$ cat src/rtl/writeback_unit.sv
// Write-back stage: selects one register file write per cycle from load
// returns, queued ALU results, or a direct ALU bypass. Loads are
// zero/sign-extended to 64 bits; ALU results that lose to a load wait in a
// small circular FIFO. Writes to X31 are never issued.
module writeback_unit #(
   parameter int DEPTH = 4
) (
   input  logic        clk,
   input  logic        rst_n,
   input  logic        i_aluValid,
   input  logic [4:0]  i_aluDest,
   input  logic [63:0] i_aluResult,
   output logic        o_aluReady,
   input  logic        i_loadValid,
   input  logic [4:0]  i_loadDest,
   input  logic [63:0] i_loadData,
   input  logic [1:0]  i_loadSize,
   input  logic        i_loadSigned,
   output logic [4:0]  o_writeAddress,
   output logic [63:0] o_writeData,
   output logic        o_regwrite,
   output logic [31:0] o_pendingMask
);

   localparam int AW = $clog2(DEPTH);
   localparam int CW = $clog2(DEPTH + 1);
   localparam logic [CW-1:0] DEPTH_C = CW'(DEPTH);

   // FIFO storage and bookkeeping
   logic          r_valid [DEPTH];
   logic [4:0]    r_dest  [DEPTH];
   logic [63:0]   r_data  [DEPTH];
   logic [AW-1:0] r_rd_ptr;
   logic [AW-1:0] r_wr_ptr;
   logic [CW-1:0] r_count;

   // Registered write port
   logic          r_regwrite;
   logic [4:0]    r_wr_addr;
   logic [63:0]   r_wr_data;

   logic [63:0]   w_load_ext;
   logic          w_alu_accept;
   logic          w_alu_live;
   logic          w_load_live;
   logic          w_load_supp;
   logic          w_load_wr;
   logic          w_fifo_nonempty;
   logic          w_head_valid;
   logic          w_pop;
   logic          w_bypass;
   logic          w_push;

   // Acceptance depends only on the registered occupancy
   assign o_aluReady      = (r_count < DEPTH_C);
   assign w_alu_accept    = i_aluValid && o_aluReady;
   assign w_alu_live      = w_alu_accept && (i_aluDest != 5'd31);
   assign w_load_live     = i_loadValid && (i_loadDest != 5'd31);
   assign w_fifo_nonempty = (r_count != '0);
   assign w_head_valid    = r_valid[r_rd_ptr];

   // A load is older than every ALU result, so a younger write to the same
   // register (queued or arriving this cycle) makes the load value dead.
   assign w_load_supp = o_pendingMask[i_loadDest] ||
                        (w_alu_live && (i_aluDest == i_loadDest));
   assign w_load_wr   = w_load_live && !w_load_supp;
   assign w_pop       = !w_load_wr && w_fifo_nonempty;
   assign w_bypass    = !w_load_wr && !w_fifo_nonempty && w_alu_live;
   assign w_push      = w_alu_live && (w_fifo_nonempty || w_load_wr);

   // Extract the load field and extend it to 64 bits
   always_comb begin
      w_load_ext = i_loadData;
      case (i_loadSize)
         2'b00:   w_load_ext = {{56{i_loadSigned & i_loadData[7]}},  i_loadData[7:0]};
         2'b01:   w_load_ext = {{48{i_loadSigned & i_loadData[15]}}, i_loadData[15:0]};
         2'b10:   w_load_ext = {{32{i_loadSigned & i_loadData[31]}}, i_loadData[31:0]};
         default: w_load_ext = i_loadData;
      endcase
   end

   // One bit per register that still has a queued write outstanding
   genvar gi;
   generate
      for (gi = 0; gi < 32; gi++) begin : g_pending
         always_comb begin
            o_pendingMask[gi] = 1'b0;
            for (int e = 0; e < DEPTH; e++) begin
               if (r_valid[e] && (r_dest[e] == 5'(gi)))
                  o_pendingMask[gi] = 1'b1;
            end
         end
      end
   endgenerate

   // FIFO control: valid bits, pointers and occupancy
   always_ff @(posedge clk or negedge rst_n) begin
      if (!rst_n) begin
         for (int e = 0; e < DEPTH; e++) r_valid[e] <= 1'b0;
         r_rd_ptr <= '0;
         r_wr_ptr <= '0;
         r_count  <= '0;
      end else begin
         if (w_pop) begin
            r_valid[r_rd_ptr] <= 1'b0;
            r_rd_ptr          <= r_rd_ptr + AW'(1);
         end
         if (w_push) begin
            r_valid[r_wr_ptr] <= 1'b1;
            r_wr_ptr          <= r_wr_ptr + AW'(1);
         end
         if (w_push && !w_pop)
            r_count <= r_count + CW'(1);
         else if (w_pop && !w_push)
            r_count <= r_count - CW'(1);
      end
   end

   // FIFO payload storage; contents are qualified by r_valid
   always_ff @(posedge clk) begin
      if (w_push) begin
         r_dest[r_wr_ptr] <= i_aluDest;
         r_data[r_wr_ptr] <= i_aluResult;
      end
   end

   // Write-port selection: load, then FIFO head, then ALU bypass
   always_ff @(posedge clk or negedge rst_n) begin
      if (!rst_n) begin
         r_regwrite <= 1'b0;
         r_wr_addr  <= '0;
         r_wr_data  <= '0;
      end else begin
         r_regwrite <= w_load_wr || (w_pop && w_head_valid) || w_bypass;
         if (w_load_wr) begin
            r_wr_addr <= i_loadDest;
            r_wr_data <= w_load_ext;
         end else if (w_pop) begin
            r_wr_addr <= r_dest[r_rd_ptr];
            r_wr_data <= r_data[r_rd_ptr];
         end else if (w_bypass) begin
            r_wr_addr <= i_aluDest;
            r_wr_data <= i_aluResult;
         end
      end
   end

   assign o_regwrite     = r_regwrite;
   assign o_writeAddress = r_wr_addr;
   assign o_writeData    = r_wr_data;

endmodule
$ cat config.mk
export PLATFORM = sky130hd
export DESIGN_NAME = writeback_unit
export DESIGN_NICKNAME = d
export VERILOG_FILES = /design/src/rtl/writeback_unit.sv
export SDC_FILE = /design/constraint.sdc
export NUM_CORES = 1
export LEC_CHECK = 0
export ABC_AREA = 1
export BUFFER_PORTS_ARGS = -buffer_cell sky130_fd_sc_hd__clkbuf_2
export CAP_MARGIN = 20
export CORE_MARGIN = 1.5
export CORE_UTILIZATION = 52
export DETAILED_ROUTE_END_ITERATION = 12
export PLACE_DENSITY = 0.83
export REMOVE_ABC_BUFFERS = 1
export SLEW_MARGIN = 30
export SYNTH_ARGS = -nofsm -noshare
export SYNTH_HDL_FRONTEND = slang
export SYNTH_SLANG_ARGS = --single-unit
$ cat constraint.sdc
create_clock -name clk -period 5.3 [get_ports clk]
set_input_delay 0.795 -clock clk [delete_from_list [all_inputs] [get_ports clk]]
set_output_delay 0.795 -clock clk [all_outputs]
set_load 0.01 [all_outputs]
==> impl_results.md <==
* Status: finished, final reports clean
* Initial Utilization at approximately 53%
* Average size of a mapped cell at 9.010 sq um
* M2 GR Usage at a little under half
* Gr busiest metal: met2
* Total number of vias at around 15000
* CP dominant cell by count: nand2_1
* Site Rows at 67
* DRT Pass-1 Iters at 6
* Largest net degree at the start of global routing at approximately 100
* Die W at between 150 and 200 um
* Commonest non-fill, non-tap cells in the layout: nand2_1, edfxtp_1, nor2_1
* FF-to-FF setup slack at 1270 ps
* Worst Max-Slew Pin Slew at around 930 ps
* Post-DP HPWL at between 30000 and 40000 um
* Placed Instance Area at just under 20000 sq um
* CP peak stage delay at about 680 ps
* Cells after Synth at just under 2000
* # placed instances at around 2600
* Top-area cell type share of the netlist area at a little under half
* Count of cell types in the netlist at 31
* Global Route Usage Sum at between 20% and 30%
* Die Ht at roughly 190 um
* Hold buffer count at cts at 0
* Final Hold Vio Count at 0
* Layout Cells excl Fill at ~2600
* Crit path cell chain: nand2_1, inv_2, nand3_1, nand2_1, nor2_1, nand2_1, nand3_1, nand2_1, nand2_1, nand2_1, inv_1, nand2_1, nand2_4, buf_4, nand4_1, fa_1, inv_1, nand3_1, nand2_1, nand2_1, nand2_1
* Clock network latency to the later pin of the worst-skew pair at around 540 ps
* Area Growth Syn to Fin at 14.87%
* RSZ-0062 raised after global routing: false
* Critical path peak fanout at slightly below 70
* Grt met1 use at a little under two fifths
* Achievable Freq at approximately 250 MHz
* Wire per inst at between 15 and 20 um
* Nets at 2307
* Worst-path clk slew at roughly 60 ps
* Period minus WS final at around 4000 ps
* First-pass GRT wire length at between 80000 and 90000 um
* Layout cells sized above 1 at around 18%
* Initial antenna violation count at 5
* WP buf/inv at 4
* Core Area at approximately 34000 sq um
* Worst path required time at ~5800 ps
* # clock sinks at ~360
* Final setup vio count at 0
* Commonest non-fill, non-tap cell in the layout: nand2_1
* Slew Viols, Final at 0
* Vias in the first global route at between 10000 and 15000
* Final worst-path cycle share at 75.98%
* Filler cells at ~2700
* Startpoint types: flop
* Final Power at between 10 and 15 mW
* RePlAce Congestion at 1.003
* Area leader, netlist: edfxtp_1
* YS warnings at 0
* PwrDens at between 500 and 600 nW/um^2
* Port bufs at between 200 and 250
* Fin area at around 20000 sq um
* Critical Path End Type: flop
* Max-cap viol count at 0
* Worst vdd ir at about 0.00033 V
* CTS-repair resized insts at 0
* Lkg Pwr at roughly 9.1 nW
* Grt met3 use at under 10%
* Syn Std Cell Area at between 15000 and 20000 sq um
* Drt total wl at 51650 um
* Crit-path leading delay family: simple AND/OR/NAND/NOR gates
* Die Area at around 35000 sq um
* Total CTS buffers at 36
* Fin Clk Skew at between 20 and 30 ps
* CP max stage cell: buf_4
* Total gr overflow at 0
* Util after Layout at around three fifths
* Area contributors post-synth: edfxtp_1, nand2_1, dfrtp_1, nor2_1, nand3_1
* Pre-CTS setup slack at 1129 ps
* Setup Buffers After CTS at 0
* Hold WS at ~350 ps
* Antenna Nets Post-Route at 0
* Synth Register Bits at roughly 360
* Final setup TNS at 0 ps
* CTS tree: yes
* Post-synthesis sequential area ratio at about three fifths
* Max Buffers Root-to-Sink at 3
* Setup CP Type: flop to flop
* Vias per cell at just under 6
* 1st-iter DRT viols at about 1700
* Final setup margin at approximately 1300 ps
* Relative slew margins at a little under two fifths
* DRC Markers at 0
* CTS Root Cell: clkbuf_16
* Critical Path AT at between 4000 and 5000 ps
* I/O pin total at 248
* H-tree Lvls at 2
* Min-delay worst type: input port to async pin
## worst register-to-register path: stages (launching register included)
cell	delay, ps
edfxtp_1	440
nand2_1	100
inv_2	150
nand3_1	160
nand2_1	60
nor2_1	270
nand2_1	90
nand3_1	100
nand2_1	60
nand2_1	50
nand2_1	50
inv_1	40
nand2_1	80
nand2_4	80
buf_4	680
nand4_1	540
fa_1	590
inv_1	90
nand3_1	80
nand2_1	90
nand2_1	50
nand2_1	70
## kinds of logic (layout without fill, tap and decap cells)
family          count (synthesis)  in the layout  synth area share (%)
simple gates                 1134           1134                 26.97
flops                         357            357                 58.05
other cells                     0              2                     0
fa+ha+maj                       9              9                0.6760
xor+xnor                        7              7                0.3451
buf+inv                       225            434                 5.373
compound gates                240            240                 8.584
## registers in the layout (all words and copies together) (netlist names)
name,flops
o_writeAddress,5
r_dest,20
r_wr_ptr,2
o_regwrite,1
r_data,256
r_valid,4
r_count,3
r_rd_ptr,2
o_writeData,64
## synth_stat cells
| library cell | count |
|---|---|
| o311ai_0 | 1 |
| dfrtp_1 | 81 |
| nor3_2 | 1 |
| o21ai_0 | 98 |
| nor3_1 | 4 |
| inv_1 | 90 |
| nand2_2 | 2 |
| nand3b_1 | 4 |
| xnor2_1 | 2 |
| edfxtp_1 | 276 |
| o22ai_1 | 4 |
| nand2_1 | 589 |
| buf_8 | 4 |
| and2_1 | 2 |
| clkbuf_1 | 90 |
| fa_1 | 1 |
| nor2_4 | 4 |
| nor2_2 | 43 |
| xor2_1 | 5 |
| buf_1 | 1 |
| a21oi_1 | 72 |
| buf_6 | 1 |
| a32o_1 | 61 |
| nand3_1 | 135 |
| buf_4 | 8 |
| buf_2 | 22 |
| nand4_1 | 77 |
| inv_2 | 9 |
| a22oi_1 | 4 |
| ha_1 | 8 |
| nor2_1 | 273 |
## area by class of cell
class | count | area [sq um] | area share [%]
Sequential cell | 357 | 10320 | 50.55
Multi-Input combinational cell | 1390 | 6566 | 32.17
Timing Repair Buffer | 269 | 1420 | 6.958
Clock buffer | 46 | 958.4 | 4.696
Tap cell | 448 | 560.5 | 2.746
Inverter | 99 | 379.1 | 1.857
Clock inverter | 20 | 202.7 | 0.9931
Antenna cell | 2 | 5.005 | 0.02452
## final timing paths
path | start | to | cells past startpoint
worst max-delay path | r_dest[1][4] | r_count[2] | 21
worst min-delay path | rst_n | o_writeData[49] | 1
worst max register to register | r_dest[1][4] | r_count[2] | 21
worst min register to register | o_writeData[38] | o_writeData[38] | 2
max in group asynchronous | rst_n | r_rd_ptr[0] | 2
min in group clk | o_writeData[38] | o_writeData[38] | 2
## power breakdown
group	internal [mW]	total, mW	switching (mW)
clock	1.44	2.52	1.08
combinational	1.25	3.89	2.64
sequential	3.72	4.15	0.425
## metal layers
layer / vias to the layer above / share of wire, %
li1: 7069 / -
met1: 7250 / 40
met2: 833 / 48
met3: 118 / 8.9
met4: 6 / 3.2
met5: - / 0.083
Note: power is estimated with default switching activity, not from simulation.
